**config.mk**
```make
export PLATFORM = sky130hd
export DESIGN_NAME = uart_tx_arbiter
export DESIGN_NICKNAME = d
export VERILOG_FILES = /design/src/rtl/uart_tx_arbiter.sv
export SDC_FILE = /design/constraint.sdc
export NUM_CORES = 1
export LEC_CHECK = 0
export BUFFER_PORTS_ARGS = -buffer_cell sky130_fd_sc_hd__clkbuf_2
export CORE_MARGIN = 1
export CORE_UTILIZATION = 54
export DETAILED_ROUTE_END_ITERATION = 16
export PLACE_DENSITY = 0.85
export SYNTH_ARGS = -nofsm -noshare
export SYNTH_HDL_FRONTEND = slang
export SYNTH_SLANG_ARGS = --single-unit
```
**constraint.sdc**
```tcl
create_clock -name clk -period 5 [get_ports clk]
set_input_delay 0.5 -clock clk [delete_from_list [all_inputs] [get_ports clk]]
set_output_delay 0.5 -clock clk [all_outputs]
set_load 0.02 [all_outputs]
```
**src/rtl/uart_tx_arbiter.sv**
```systemverilog
// uart_tx_arbiter
// Message-level round-robin arbiter sharing the UART TX FIFO write port
// between NUM_REQ byte-stream clients. A grant is held for one whole message,
// so messages are never interleaved on the serial line. A granted client is
// evicted if it holds valid low for IDLE_TIMEOUT cycles, and a message is
// truncated after MAX_LEN bytes. The remaining bytes are arbitrated again
// later as a new message.
//
// Ports
//   clk        system clock
//   rst_n      asynchronous active-low reset
//   req_valid  per-client byte valid
//   req_data   per-client byte, client i at [i*DATA_BITS +: DATA_BITS]
//   req_last   per-client end-of-message flag (qualified by req_valid)
//   req_ready  per-client accept, at most one bit set
//   tx_wr_en   UART TX FIFO write strobe
//   tx_d_in    UART TX FIFO write data
//   tx_full    UART TX FIFO full
//   grant      registered one-hot grant, zero when idle
//   busy       high while a message is being transferred
//   abort      one-cycle pulse: client evicted by idle timeout
//   len_err    one-cycle pulse: client message truncated at MAX_LEN
module uart_tx_arbiter #(
    parameter int NUM_REQ      = 4,
    parameter int DATA_BITS    = 8,
    parameter int MAX_LEN      = 64,
    parameter int IDLE_TIMEOUT = 1024
) (
    input  logic                           clk,
    input  logic                           rst_n,
    input  logic [NUM_REQ-1:0]             req_valid,
    input  logic [NUM_REQ*DATA_BITS-1:0]   req_data,
    input  logic [NUM_REQ-1:0]             req_last,
    output logic [NUM_REQ-1:0]             req_ready,
    output logic                           tx_wr_en,
    output logic [DATA_BITS-1:0]           tx_d_in,
    input  logic                           tx_full,
    output logic [NUM_REQ-1:0]             grant,
    output logic                           busy,
    output logic [NUM_REQ-1:0]             abort,
    output logic [NUM_REQ-1:0]             len_err
);

    localparam int IDX_W  = $clog2(NUM_REQ);
    localparam int SUM_W  = IDX_W + 1;
    localparam int BCNT_W = $clog2(MAX_LEN + 1);
    localparam int ICNT_W = $clog2(IDLE_TIMEOUT + 1);

    localparam logic [0:0] ST_IDLE = 1'b0;
    localparam logic [0:0] ST_XFER = 1'b1;

    // Round-robin successor of a client index (NUM_REQ need not be a power of 2).
    function automatic logic [IDX_W-1:0] next_idx(input logic [IDX_W-1:0] idx);
        logic [IDX_W-1:0] res;
        if (idx == IDX_W'(NUM_REQ - 1)) begin
            res = '0;
        end else begin
            res = idx + 1'b1;
        end
        return res;
    endfunction

    logic [0:0]           state_q,   state_d;
    logic [NUM_REQ-1:0]   grant_q,   grant_d;
    logic [IDX_W-1:0]     gidx_q,    gidx_d;
    logic [IDX_W-1:0]     ptr_q,     ptr_d;
    logic [BCNT_W-1:0]    bcnt_q,    bcnt_d;
    logic [ICNT_W-1:0]    icnt_q,    icnt_d;
    logic [NUM_REQ-1:0]   abort_q,   abort_d;
    logic [NUM_REQ-1:0]   len_err_q, len_err_d;

    logic                 xfer_s;
    logic                 sel_valid_s;
    logic                 sel_last_s;
    logic [DATA_BITS-1:0] sel_data_s;
    logic                 fire_s;
    logic                 pick_found_s;
    logic [IDX_W-1:0]     pick_idx_s;
    logic [SUM_W-1:0]     scan_sum_s;
    logic [IDX_W-1:0]     scan_idx_s;

    assign xfer_s      = (state_q == ST_XFER);
    assign sel_valid_s = req_valid[gidx_q];
    assign sel_last_s  = req_last[gidx_q];

    // Byte mux: slice of the currently granted client.
    always_comb begin
        sel_data_s = '0;
        for (int i = 0; i < NUM_REQ; i++) begin
            sel_data_s = (gidx_q == IDX_W'(i)) ? req_data[i*DATA_BITS +: DATA_BITS] : sel_data_s;
        end
    end

    // Round-robin search: first valid requester at or after ptr, wrapping.
    always_comb begin
        pick_found_s = 1'b0;
        pick_idx_s   = '0;
        scan_sum_s   = '0;
        scan_idx_s   = '0;
        for (int k = 0; k < NUM_REQ; k++) begin
            scan_sum_s = {1'b0, ptr_q} + SUM_W'(k);
            if (scan_sum_s >= SUM_W'(NUM_REQ)) begin
                scan_sum_s = scan_sum_s - SUM_W'(NUM_REQ);
            end else begin
                scan_sum_s = scan_sum_s;
            end
            scan_idx_s = scan_sum_s[IDX_W-1:0];
            if (!pick_found_s && req_valid[scan_idx_s]) begin
                pick_found_s = 1'b1;
                pick_idx_s   = scan_idx_s;
            end else begin
                pick_found_s = pick_found_s;
            end
        end
    end

    // FIFO-side handshake; ready ignores valid so a stalled FIFO never looks
    // like a misbehaving client.
    assign req_ready = (xfer_s && !tx_full) ? grant_q : '0;
    assign tx_wr_en  = xfer_s & sel_valid_s & ~tx_full;
    assign tx_d_in   = sel_data_s;
    assign fire_s    = tx_wr_en;

    assign grant   = grant_q;
    assign busy    = xfer_s;
    assign abort   = abort_q;
    assign len_err = len_err_q;

    // Next-state logic: grant, release, message length and idle eviction.
    always_comb begin
        state_d   = state_q;
        grant_d   = grant_q;
        gidx_d    = gidx_q;
        ptr_d     = ptr_q;
        bcnt_d    = bcnt_q;
        icnt_d    = icnt_q;
        abort_d   = '0;
        len_err_d = '0;
        case (state_q)
            ST_IDLE: begin
                if (pick_found_s) begin
                    state_d = ST_XFER;
                    gidx_d  = pick_idx_s;
                    grant_d = {{(NUM_REQ-1){1'b0}}, 1'b1} << pick_idx_s;
                    bcnt_d  = '0;
                    icnt_d  = '0;
                end else begin
                    state_d = ST_IDLE;
                end
            end
            ST_XFER: begin
                if (fire_s) begin
                    bcnt_d = bcnt_q + 1'b1;
                    icnt_d = '0;
                    // Release on the client's last byte or on byte MAX_LEN.
                    if (sel_last_s || (bcnt_q == BCNT_W'(MAX_LEN - 1))) begin
                        state_d   = ST_IDLE;
                        grant_d   = '0;
                        ptr_d     = next_idx(gidx_q);
                        len_err_d = sel_last_s ? '0 : grant_q;
                    end else begin
                        state_d = ST_XFER;
                    end
                end else if (!sel_valid_s) begin
                    icnt_d = icnt_q + 1'b1;
                    if (icnt_q == ICNT_W'(IDLE_TIMEOUT - 1)) begin
                        state_d = ST_IDLE;
                        grant_d = '0;
                        ptr_d   = next_idx(gidx_q);
                        abort_d = grant_q;
                    end else begin
                        state_d = ST_XFER;
                    end
                end else begin
                    // Valid held against a full FIFO: idle counter holds.
                    icnt_d = icnt_q;
                end
            end
            default: begin
                state_d = ST_IDLE;
                grant_d = '0;
            end
        endcase
    end

    // State and output registers.
    always_ff @(posedge clk or negedge rst_n) begin
        if (!rst_n) begin
            state_q   <= ST_IDLE;
            grant_q   <= '0;
            gidx_q    <= '0;
            ptr_q     <= '0;
            bcnt_q    <= '0;
            icnt_q    <= '0;
            abort_q   <= '0;
            len_err_q <= '0;
        end else begin
            state_q   <= state_d;
            grant_q   <= grant_d;
            gidx_q    <= gidx_d;
            ptr_q     <= ptr_d;
            bcnt_q    <= bcnt_d;
            icnt_q    <= icnt_d;
            abort_q   <= abort_d;
            len_err_q <= len_err_d;
        end
    end

endmodule

```
==> run summary <==
Run status = completed
Syn_area_per_cell = 9.125 µm²
Pleak = 1.261 nW
Max cap viols = 0
Sequential cell area fraction in the yosys report = 0.4266
Antenna viol nets, final = 0
Vias per cell = 5.674
CP peak stage delay = 510 ps
Syn Inst Count = 225
Skew-Pair Late Insertion Delay = 290 ps
I/O pin cnt = 69
Number of clock sinks = 35
Initial antenna violation count = 0
# DRC = 0
Finish-stage setup viols = 0
Die Width = 63.66 µm
RSZ-0062 raised after global routing = no
Worst-Margin Slew = 906.0 ps
Fin Hold WS = 297.9 ps
Seq cells post-synth = 35
Hold_buf cts = 0
I/O Buffers = 68
Setup TNS = 0 ps
CTS resizes = 0
H-Tree Depth = 2
Area growth syn-to-layout = 24.13%
Row count = 22
Clk_skew = 8.254 ps
Core Area = 3661 µm²
Finished Cell Area = 2549 µm²
Hold Crit Class = primary input to async pin
Nets = 340
Slew HR = 0.3960
Ys async rst share = 1.000
Final period util = 0.5659
Final core utilization = 0.6962
GP Congestion = 0.8361
Slowest-stage cell, CP = dfrtp_1
Final Hold Fails = 0
Cell Area, Placed = 2412 µm²
Setup Buffers After CTS = 0
Peak VDD IR = 0.0003349 V
Detailed-route wire length = 4623 µm
Grt ovf = 0
Clock buffer depth = 2
DR WL/cell = 13.60 µm
Antenna diodes = 0
Num CTS Buffers = 5
Fraction of layout cells with a size suffix above 1 = 0.3185
Final slew viol count = 0
Post-synth EDFFs = 0
Fmax = 353.4 MHz
Setup WS pre-CTS = 2486 ps
Die area = 4053 µm²
Syn_nets = 274
DRT iter0 DRCs = 188
Largest net degree at the start of global routing = 36
Initial cell density of the core = 0.5608
CP max FO = 10
Min Tclk post-route = 2829 ps
Req. time, crit path = 4500 ps
Element type at the critical path end = output port
Crit Path Category = flip-flop to output port
DRT Pass-1 Iters = 4
Vias in the first global route = 1788
CTS tree = built
Warnings, synthesis = 0
Startpoint types = flip-flop
Worst setup margin = 2171 ps
Library cells used by synthesis = 47
First-pass GRT wire length = 7624 µm
Worst-path clk slew = 70 ps
Synthesized area = 2053 µm²
Worst-path cell chain = inv_1 > ha_1 > nor2b_1 > a22oi_1 > nor2_1 > a21oi_1 > o21ai_0 > clkbuf_2
Die height = 63.66 µm
Post-DP HPWL = 3388 µm
Root Buffer = clkbuf_8
Post-synth top flop = dfrtp_1
Pwr/cell area = 523.2 nW/µm²
Arr. time, crit path = 2330 ps
Total GRT Usage = 0.2443
Via Count = 1929
==> cell usage after synthesis, drive strengths merged (3+ instances only) <==
cell type  number  area (µm²)
o21ai          25       125.1
o22ai           3       18.77
and2           12       75.07
nor3            3       20.02
nor3b           3       22.52
ha              6       75.07
mux2i           4       40.04
and3            4       26.28
a22oi           7       52.55
nand2b          3       18.77
a21oi          13       65.06
inv             6       22.52
a22o            3       28.78
dfrtp          35       875.8
o31ai           3       22.52
nand2          22       82.58
nor2           24       90.09
a31oi           5       31.28
or3             3       26.27
nand3           6       30.03
clkbuf          8       30.03
==> metal layers <==
metal,global-route usage,share of wire,up-vias,routed length (µm)
li1,-,-,940,-
met1,0.3043,0.46,917,2125
met2,0.4082,0.47,65,2191
met3,0.05254,0.050,7,233
met4,0.09943,0.016,0,73
met5,0,0,-,0
==> critical path, delay by kind of cell, from the launching register on <==
kind                       cells  cell delay, ps
buffers and inverters          2             330
DFF                            1             510
AOI/OAI and AO/OA              3             340
adders and majority gates      1             320
and+or+nand+nor                2             530
==> placed cells by master (no fill, tap or decap), drive strengths merged, types with 2 or more instances in the layout <==
| cell type | synthesis | routed |
|---|---|---|
| nand2b | 3 | 3 |
| mux2 | 2 | 2 |
| dfrtp | 35 | 35 |
| nor3 | 3 | 3 |
| nor3b | 3 | 3 |
| nor2b | 2 | 2 |
| and2 | 12 | 12 |
| nand3 | 6 | 6 |
| nand2 | 22 | 22 |
| a22oi | 7 | 7 |
| xor2 | 2 | 2 |
| nor2 | 24 | 24 |
| or3 | 3 | 3 |
| a21oi | 13 | 13 |
| ha | 6 | 6 |
| mux2i | 4 | 4 |
| bufinv | 0 | 2 |
| inv | 6 | 6 |
| o21ai | 25 | 25 |
| a22o | 3 | 3 |
| o41ai | 2 | 2 |
| clkbuf | 8 | 73 |
| a31oi | 5 | 5 |
| mux4 | 2 | 2 |
| and3 | 4 | 4 |
| o22ai | 3 | 3 |
| o31ai | 3 | 3 |
| or2 | 2 | 2 |
==> metrics by stage <==
| stage | instances | power, mW |
|---|---|---|
| final | 340 | 1.333 |
| after global routing | 340 | 1.426 |
| after CTS | 340 | 1.338 |
| after detailed placement | 332 | 1.031 |
| after global placement | 332 | 1.014 |
| after floorplan | 225 | 0.8653 |
==> where the power goes <==
| group | internal, mW | leakage (nW) | switching, mW | total, mW |
|---|---|---|---|---|
| Sequential | 0.333 | 0.471 | 0.0781 | 0.411 |
| Clock | 0.199 | 0.0644 | 0.105 | 0.304 |
| Combinational | 0.251 | 0.726 | 0.367 | 0.619 |
==> worst paths after layout <==
kind / startpoint / end / slack, ps / depth (start not counted)
min in group clk: icnt_q[8] / icnt_q[8] / 480 / 1
max in group asynchronous: rst_n / bcnt_q[1] / 4170 / 1
worst max register to register: gidx_q[0] / grant[1] / 2580 / 5
worst min-delay path: rst_n / abort[1] / 300 / 1
worst max-delay path: gidx_q[1] / tx_d_in[7] / 2170 / 8
worst min register to register: icnt_q[8] / icnt_q[8] / 480 / 1
==> registers in the layout, indices dropped and copies added (netlist names) <==
register	cells
icnt_q	11
bcnt_q	7
busy	1
len_err	4
abort	4
grant	4
gidx_q	2
ptr_q	2
==> cells by family (layout without fill, tap and decap cells) <==
logic type / count (synthesis) / in the layout / share of synthesized area
simple gates: 90 / 90 / 0.2255
compound gates: 68 / 68 / 0.2096
flops: 35 / 35 / 0.4266
buf+inv: 15 / 82 / 0.03108
mux: 8 / 8 / 0.05789
fa+ha+maj: 6 / 6 / 0.03656
xor+xnor: 3 / 3 / 0.01280
==> layout make-up <==
class / count / area, µm²
Tap cell: 48 / 60.06
Fill cell: 278 / 1112
Clock buffer: 5 / 68.82
Clock inverter: 3 / 67.56
Inverter: 6 / 22.52
Sequential cell: 35 / 875.8
Timing Repair Buffer: 68 / 340.3
Multi-Input combinational cell: 175 / 1114
(Power assumes the default switching activity.)
